===== config.mk =====
export PLATFORM = sky130hd
export DESIGN_NAME = axil_regfile_slave
export DESIGN_NICKNAME = d
export VERILOG_FILES = /design/src/rtl/axil_pkg.sv /design/src/rtl/axil_regfile_mem.sv /design/src/rtl/axil_regfile_slave.sv
export SDC_FILE = /design/constraint.sdc
export NUM_CORES = 1
export LEC_CHECK = 0
export ABC_AREA = 1
export CAP_MARGIN = 20
export CORE_ASPECT_RATIO = 2
export CORE_MARGIN = 5
export CORE_UTILIZATION = 60
export CTS_CLUSTER_SIZE = 12
export DETAILED_ROUTE_END_ITERATION = 6
export PLACE_DENSITY_LB_ADDON = 0.1
export SETUP_SLACK_MARGIN = 0.15
export SLEW_MARGIN = 15
export SYNTH_ARGS = -nofsm -noshare
export SYNTH_HDL_FRONTEND = slang
export SYNTH_SLANG_ARGS = --single-unit

===== constraint.sdc =====
create_clock -name clk -period 2.36 [get_ports clk]
set_clock_uncertainty 0.05 [all_clocks]
set_input_delay 0.708 -clock clk [delete_from_list [all_inputs] [get_ports clk]]
set_output_delay 0.708 -clock clk [all_outputs]
set_load 0.02 [all_outputs]

===== src/rtl/axil_pkg.sv =====
// Shared definitions for the AXI4-Lite register-file slave.
//   RESP_OKAY / RESP_SLVERR : response codes driven on bresp / rresp
//   wr_state_t              : write-channel FSM states
//   rd_state_t              : read-channel FSM states
package axil_pkg;

  localparam logic [1:0] RESP_OKAY   = 2'b00;
  localparam logic [1:0] RESP_SLVERR = 2'b10;

  typedef enum logic [1:0] {
    WR_IDLE,
    WR_WAIT_W,
    WR_WAIT_AW,
    WR_RESP
  } wr_state_t;

  typedef enum logic {
    RD_IDLE,
    RD_DATA
  } rd_state_t;

endpackage


===== src/rtl/axil_regfile_mem.sv =====
// DEPTH x DATA_W register array with one synchronous write port, one
// registered read port and a synchronous clear.
//   clk    : clock, rising edge
//   clear  : synchronous clear of every register and of rdata
//   we     : write enable; writes to waddr >= DEPTH are dropped
//   waddr  : write address
//   wdata  : write data
//   re     : read enable; rdata updates only when re is high
//   raddr  : read address; raddr >= DEPTH reads as zero
//   rdata  : registered read data, held while re is low
module axil_regfile_mem #(
  parameter int unsigned ADDR_W = 4,
  parameter int unsigned DATA_W = 8,
  parameter int unsigned DEPTH  = 16
) (
  input  logic              clk,
  input  logic              clear,
  input  logic              we,
  input  logic [ADDR_W-1:0] waddr,
  input  logic [DATA_W-1:0] wdata,
  input  logic              re,
  input  logic [ADDR_W-1:0] raddr,
  output logic [DATA_W-1:0] rdata
);

  localparam int unsigned IDX_W = (DEPTH > 1) ? $clog2(DEPTH) : 1;

  logic [DATA_W-1:0] regs [DEPTH];
  logic              wr_ok;
  logic              rd_ok;

  assign wr_ok = (32'(waddr) < DEPTH);
  assign rd_ok = (32'(raddr) < DEPTH);

  // Read and write share one block so a same-edge read sees the old value.
  always_ff @(posedge clk) begin
    if (clear) begin
      for (int unsigned i = 0; i < DEPTH; i++) begin
        regs[i] <= '0;
      end
      rdata <= '0;
    end else begin
      if (re) begin
        rdata <= rd_ok ? regs[raddr[IDX_W-1:0]] : '0;
      end
      if (we && wr_ok) begin
        regs[waddr[IDX_W-1:0]] <= wdata;
      end
    end
  end

endmodule


===== src/rtl/axil_regfile_slave.sv =====
// AXI4-Lite-style register-file slave with independent AW/W/B and AR/R
// channels. All outputs are registered.
//   clk, rst_n               : clock and synchronous active-low reset
//   s_aw*, s_w*, s_b*        : write address, write data, write response
//   s_ar*, s_r*              : read address, read data
// Build option: define AXIL_REGFILE_ERR_RESP_EN to answer out-of-range
// accesses with SLVERR; otherwise they answer OKAY. Out-of-range writes are
// always dropped and out-of-range reads always return zero.
module axil_regfile_slave
  import axil_pkg::*;
#(
  parameter int unsigned ADDR_W = 4,
  parameter int unsigned DATA_W = 8,
  parameter int unsigned DEPTH  = 16
) (
  input  logic              clk,
  input  logic              rst_n,
  input  logic [ADDR_W-1:0] s_awaddr,
  input  logic              s_awvalid,
  output logic              s_awready,
  input  logic [DATA_W-1:0] s_wdata,
  input  logic              s_wvalid,
  output logic              s_wready,
  output logic [1:0]        s_bresp,
  output logic              s_bvalid,
  input  logic              s_bready,
  input  logic [ADDR_W-1:0] s_araddr,
  input  logic              s_arvalid,
  output logic              s_arready,
  output logic [DATA_W-1:0] s_rdata,
  output logic [1:0]        s_rresp,
  output logic              s_rvalid,
  input  logic              s_rready
);

`ifdef AXIL_REGFILE_ERR_RESP_EN
  localparam logic [1:0] OOR_RESP = RESP_SLVERR;
`else
  localparam logic [1:0] OOR_RESP = RESP_OKAY;
`endif

  wr_state_t         wr_state;
  rd_state_t         rd_state;
  logic [ADDR_W-1:0] aw_addr_q;
  logic [DATA_W-1:0] w_data_q;

  logic              aw_hs, w_hs, ar_hs;
  logic              commit;
  logic [ADDR_W-1:0] cmt_addr;
  logic [DATA_W-1:0] cmt_data;
  logic [1:0]        cmt_resp;
  logic [1:0]        ar_resp;

  assign aw_hs = s_awvalid && s_awready;
  assign w_hs  = s_wvalid  && s_wready;
  assign ar_hs = s_arvalid && s_arready;

  // Commit address/data come from the bus or from whichever half was latched.
  always_comb begin
    commit   = 1'b0;
    cmt_addr = s_awaddr;
    cmt_data = s_wdata;
    case (wr_state)
      WR_IDLE:    commit = aw_hs && w_hs;
      WR_WAIT_W: begin
        commit   = w_hs;
        cmt_addr = aw_addr_q;
      end
      WR_WAIT_AW: begin
        commit   = aw_hs;
        cmt_data = w_data_q;
      end
      default:    commit = 1'b0;
    endcase
  end

  assign cmt_resp = (32'(cmt_addr) < DEPTH) ? RESP_OKAY : OOR_RESP;
  assign ar_resp  = (32'(s_araddr) < DEPTH) ? RESP_OKAY : OOR_RESP;

  always_ff @(posedge clk) begin
    if (!rst_n) begin
      wr_state  <= WR_IDLE;
      s_awready <= 1'b1;
      s_wready  <= 1'b1;
      s_bvalid  <= 1'b0;
      s_bresp   <= RESP_OKAY;
      aw_addr_q <= '0;
      w_data_q  <= '0;
    end else begin
      case (wr_state)
        WR_IDLE: begin
          if (aw_hs && w_hs) begin
            wr_state  <= WR_RESP;
            s_awready <= 1'b0;
            s_wready  <= 1'b0;
            s_bvalid  <= 1'b1;
            s_bresp   <= cmt_resp;
          end else if (aw_hs) begin
            wr_state  <= WR_WAIT_W;
            aw_addr_q <= s_awaddr;
            s_awready <= 1'b0;
          end else if (w_hs) begin
            wr_state  <= WR_WAIT_AW;
            w_data_q  <= s_wdata;
            s_wready  <= 1'b0;
          end
        end
        WR_WAIT_W: begin
          if (w_hs) begin
            wr_state <= WR_RESP;
            s_wready <= 1'b0;
            s_bvalid <= 1'b1;
            s_bresp  <= cmt_resp;
          end
        end
        WR_WAIT_AW: begin
          if (aw_hs) begin
            wr_state  <= WR_RESP;
            s_awready <= 1'b0;
            s_bvalid  <= 1'b1;
            s_bresp   <= cmt_resp;
          end
        end
        WR_RESP: begin
          if (s_bready) begin
            wr_state  <= WR_IDLE;
            s_bvalid  <= 1'b0;
            s_awready <= 1'b1;
            s_wready  <= 1'b1;
          end
        end
        default: wr_state <= WR_IDLE;
      endcase
    end
  end

  always_ff @(posedge clk) begin
    if (!rst_n) begin
      rd_state  <= RD_IDLE;
      s_arready <= 1'b1;
      s_rvalid  <= 1'b0;
      s_rresp   <= RESP_OKAY;
    end else begin
      case (rd_state)
        RD_IDLE: begin
          if (ar_hs) begin
            rd_state  <= RD_DATA;
            s_arready <= 1'b0;
            s_rvalid  <= 1'b1;
            s_rresp   <= ar_resp;
          end
        end
        RD_DATA: begin
          if (s_rready) begin
            rd_state  <= RD_IDLE;
            s_rvalid  <= 1'b0;
            s_arready <= 1'b1;
          end
        end
        default: rd_state <= RD_IDLE;
      endcase
    end
  end

  axil_regfile_mem #(
    .ADDR_W (ADDR_W),
    .DATA_W (DATA_W),
    .DEPTH  (DEPTH)
  ) u_mem (
    .clk   (clk),
    .clear (!rst_n),
    .we    (commit),
    .waddr (cmt_addr),
    .wdata (cmt_data),
    .re    (ar_hs),
    .raddr (s_araddr),
    .rdata (s_rdata)
  );

endmodule


### Word-level counts from Yosys, hierarchy flattened

Memory sizes are Yosys's and may differ from the RTL's. A register that Yosys moved wholly into a read port is not among the register bits.
Index checks and enable logic that the tools add are counted.

* register bits: 22
* memory bits (writable): 128
* input bits: 23
* word-level logic and storage cells: 86
* memories kept: 1

* eq/ne operators: 11
* mux-type cells: 43
* bitwise gates (word level): 3
* reduce and logical (&&, ||, !) cells: 18

Memories
* u_mem.regs: depth 16, width 8, read ports 1, clocked after memory_dff 1, write ports 16, RTL line axil_regfile_mem.sv:28 `logic [DATA_W-1:0] regs [DEPTH];`

Operator list (number)
* $mux W1: 21
* $mux W2: 9
* $mux W8: 2
* $reduce_and A4 Y1: 4
* $ne A2 B2 Y1 const B: 6
* $pmux W1 S3: 3
* $reduce_bool A3 Y1: 3
* $mux W4: 2
* $pmux W2 S4: 1
* $reduce_or A8 Y1: 1
* $pmux W1 S2: 3
* $pmux W2 S3: 1
* $reduce_and A3 Y1: 2
* $eq A2 B2 Y1 const B: 2
* $logic_and A1 B1 Y1: 4
* $ne A4 B4 Y1 const B: 1
* $pmux W1 S4: 1
* $reduce_and A2 Y1: 2
* $ne A3 B3 Y1 const B: 1
* $not A1 Y1: 3
* $eq A2 B1 Y1 const B: 1
* $logic_not A2 Y1: 1
* $logic_not A1 Y1: 1

### Longest topological paths before layout

* depth after elaboration: 8
* mapped depth: 10
* depth with buffers taken out: 9

### Modules after synthesis

A second synthesis with hierarchy kept.

* cells, all modules: 822
* area total of the unflattened synthesis: 7469.7 um2

By module, submodules not included
* axil_regfile_mem: times used 1, cells an instance 655, area an instance 6371.1 um2, seq. area each 4003.8 um2
* axil_regfile_slave: times used 1, cells an instance 167, area an instance 1098.6 um2, seq. area each 400.4 um2

### Least setup slack after synthesis

No wires, ideal clock.

* path type: input -> register
* start point: input port rst_n
* end point: memory u_mem.regs[5][0] (enable)
* data arrival time: 1.811 ns
* required time: 1.981 ns
* path slack: 0.170 ns
* stages: 6
* path buffers: 2
* cells stage by stage: buf_4 > inv_4 > nor2_8 > buf_6 > nand4_4 > nand2_1

RTL lines
* start: declaration: RTL line axil_regfile_slave.sv:17 `input logic rst_n,`
* end: declaration: RTL line axil_regfile_mem.sv:28

### Worst setup path after layout

* start point: register u_mem.rdata[0] (read register of u_mem.regs)
* end point: output port s_rdata[0]

RTL lines
* start: declaration: RTL line axil_regfile_mem.sv:23 `output logic [DATA_W-1:0] rdata`
* end: declaration: RTL line axil_regfile_slave.sv:30 `output logic [DATA_W-1:0] s_rdata,`

No word-level cell between the ends.

==> impl_metrics.ini <==
[critical_path]
r2r_cells = 11
required_ps = 1600
critPathLaunch = u_mem.rdata[0]
rrSetupSlack_ps = 260
crit_end = s_rdata[0]
cpMaxStageDelayCell = clkdlybuf4s50_1
crit_path_max_incr_delay_ps = 620
cp-end-kind = primary output
startpoint_type = flip-flop
crit_chain = clkdlybuf4s50_1
critical_path_arrival_ps = 1390
cp_num_buf_inv = 1
r2r-end = u_mem.regs[0][3]
path_depth = 1
criticalPathCategory = flip-flop to primary output
critPathTopFamily = buffers and inverters
critPathMaxFanout = 2
r2r-start = wr_state[0]

[route]
dr.first_iter.drc_count = 599
vias = 5854
wl_per_cell_um = 18.5
drc = 0
wirelength_mm = 19.1
ant_nets = 0
drt_pass1_iterations = 6
vias_per_cell = 5.68

[power]
peakVddDrop_mv = 0.825
p_comb_frac = 0.290
leakagePower_nw = 3.81
p_seq_frac = 0.382
power.density_nw_per_um2 = 927
cellInternalPower_w = 0.00582
pwr-share-clk = 0.328
switching_share = 0.322
p_switching_w = 0.00276

[clock_tree]
clk_pin_slew_worst_paths_ps = 60
clkLatencyLatePin_ps = 430
root_buffer = clkbuf_16
htreeDepth = 4
cts_tree = done
cts_hold_buf = 0
cts_inserted_buffers = 17
cts_buffer_depth = 2
cts_sinks = 156

[min_path]
min_path_type = flip-flop to flip-flop
min_path_cells = 2

[logic_synthesis]
yosys_warnings = 0
syn-cell-area_um2 = 7600
syn_inst = 794
ys.flop_type = edfxtp_1
synth_cell_types = 31
synth_area_per_cell_um2 = 9.57
synth_edf_count = 128
synth-seq-cells = 156
async_flop_share = 0
ys_seq_area_frac = 0.579

[sta]
finalCritPeriodShare = 0.909
final_max_slew_viol_count = 0
final.setup.worst_slack_ps = 216
grt_setup_unrepaired = no
tightest_slew_ps = 532
fin_crit_ps = 2140
max_freq_ghz = 0.466
hold_viol_final = 0
slew_headroom = 0.645
setup_violations = 0
hold_ws_ps = 427

[global_route]
grtUsageTotal = 0.266
gr-total-overflow = 0
grt_pass1_wl_mm = 29.6
grt_max_degree = 65
grt_pass1_vias = 5956
antenna_found_initial = 0

[place]
place_area_um2 = 8510
gp_congestion = 0.862
dp_hpwl_mm = 13.1
portBuffers = 35
post-place-ws_ps = -236

[finish]
fin_area_um2 = 9260
drive_gt1_frac = 0.175
areaGrowthSynthToFinish_pct = 21.8
nNetsFinal = 898
n_antenna_cell = 0

[flow_run]
drv_cap = 0

[floorplanning]
dieArea_um2 = 15200
pin_count = 40
die_x_um = 89.6
core-area_um2 = 12500
rows = 58
fp.dieH_um = 169
start_util = 0.609

[run_status]
status = finished clean
## logic make-up (layout without fill, tap and decap cells)
kind of cell,Yosys count,in the layout,synth area share
compound gates,24,24,0.0170
flops,156,156,0.579
buf+inv,74,158,0.0461
simple gates,524,524,0.335
other cells,1,4,0.000493
fa+ha+maj,7,7,0.0115
mux,8,8,0.0105
## state kept, by name (all words and copies together) (netlist names), 2 cells and up
register,flops
aw_addr_q,4
wr_state,2
u_mem.rdata,8
w_data_q,8
u_mem.regs,128
## cell type report
class,count,area [µm²]
repair buffers,96,1050
multi-input cells,567,2890
clock inverters,11,131
flip-flops and latches,156,4400
clock buffers,21,483
inverters,30,115
fillers,835,3220
well taps,150,188
## synthesized netlist by cell type, types with 2 or more instances
cell | number | area (µm²)
inv_1 | 22 | 82.6
inv_2 | 6 | 22.5
a21oi_1 | 4 | 20.0
nor2_8 | 4 | 80.1
dfxtp_1 | 28 | 561
nand4_4 | 16 | 340
mux2i_1 | 8 | 80.1
edfxtp_1 | 128 | 3840
nor2_2 | 8 | 50.1
clkbuf_1 | 14 | 52.6
nand2_2 | 5 | 31.3
o21ai_0 | 17 | 85.1
buf_1 | 3 | 11.3
buf_4 | 6 | 45.0
nor3_1 | 2 | 10.0
ha_1 | 7 | 87.6
buf_2 | 19 | 95.1
nand2_1 | 201 | 754
nand3_1 | 111 | 556
nor2_4 | 5 | 56.3
nor2_1 | 170 | 638
## cell usage in the layout, fill, tap and decap left out, drive strengths merged
master / count
o22ai: 1
conb: 4
a21oi: 4
nor3: 2
o311ai: 1
nor2: 187
dfxtp: 28
dlymetal6s2s: 2
ha: 7
buf: 62
inv: 32
clkinv: 1
nand4: 16
edfxtp: 128
clkinvlp: 6
clkbuf: 21
mux2i: 8
o21ai: 18
nand3: 111
nand2: 208
bufinv: 2
clkdlybuf4s50: 32
## repair_timing
item,in CTS,in global routing
pin swaps,0,1
endpoints found under the setup margin,87,107
setup buffers,0,9
resized for setup,12,4
## power groups by stage
| stage | Clock, W | Combinational [W] | Sequential [W] |
|---|---|---|---|
| detailed placement | 0 | 0.00232 | 0.00334 |
| global placement | 0 | 0.00227 | 0.00333 |
| global route | 0.00297 | 0.00267 | 0.00330 |
| finish | 0.00281 | 0.00249 | 0.00328 |
| floorplan | 0 | 0.00139 | 0.00337 |
| CTS | 0.00282 | 0.00234 | 0.00328 |
## stage by stage
step,std cells,utilization,setup TNS [ps],total power [W]
after floorplan,797,-,0,0.00475
after global placement,990,0.682,-19060,0.00560
after detailed placement,990,0.682,-24110,0.00566
after CTS,1022,0.734,0,0.00844
after global routing,1031,0.742,0,0.00894
final,1031,0.742,0,0.00859
## layer usage
metal,GRT usage,routed length (µm)
met4,0.148,1040
met3,0.0525,1170
met2,0.482,10600
met1,0.273,6210
met5,0,0
## worst min path at each step
stage                     start     endpoint  slack [ps]
finish                s_arready    s_arready         430
global route          s_arready    s_arready         450
CTS                   s_arready    s_arready         430
detailed placement     s_rvalid     s_rvalid         420
global placement       s_rvalid     s_rvalid         410
floorplan           w_data_q[0]  w_data_q[0]         400
No activity file was read; power rests on OpenSTA's default activity.
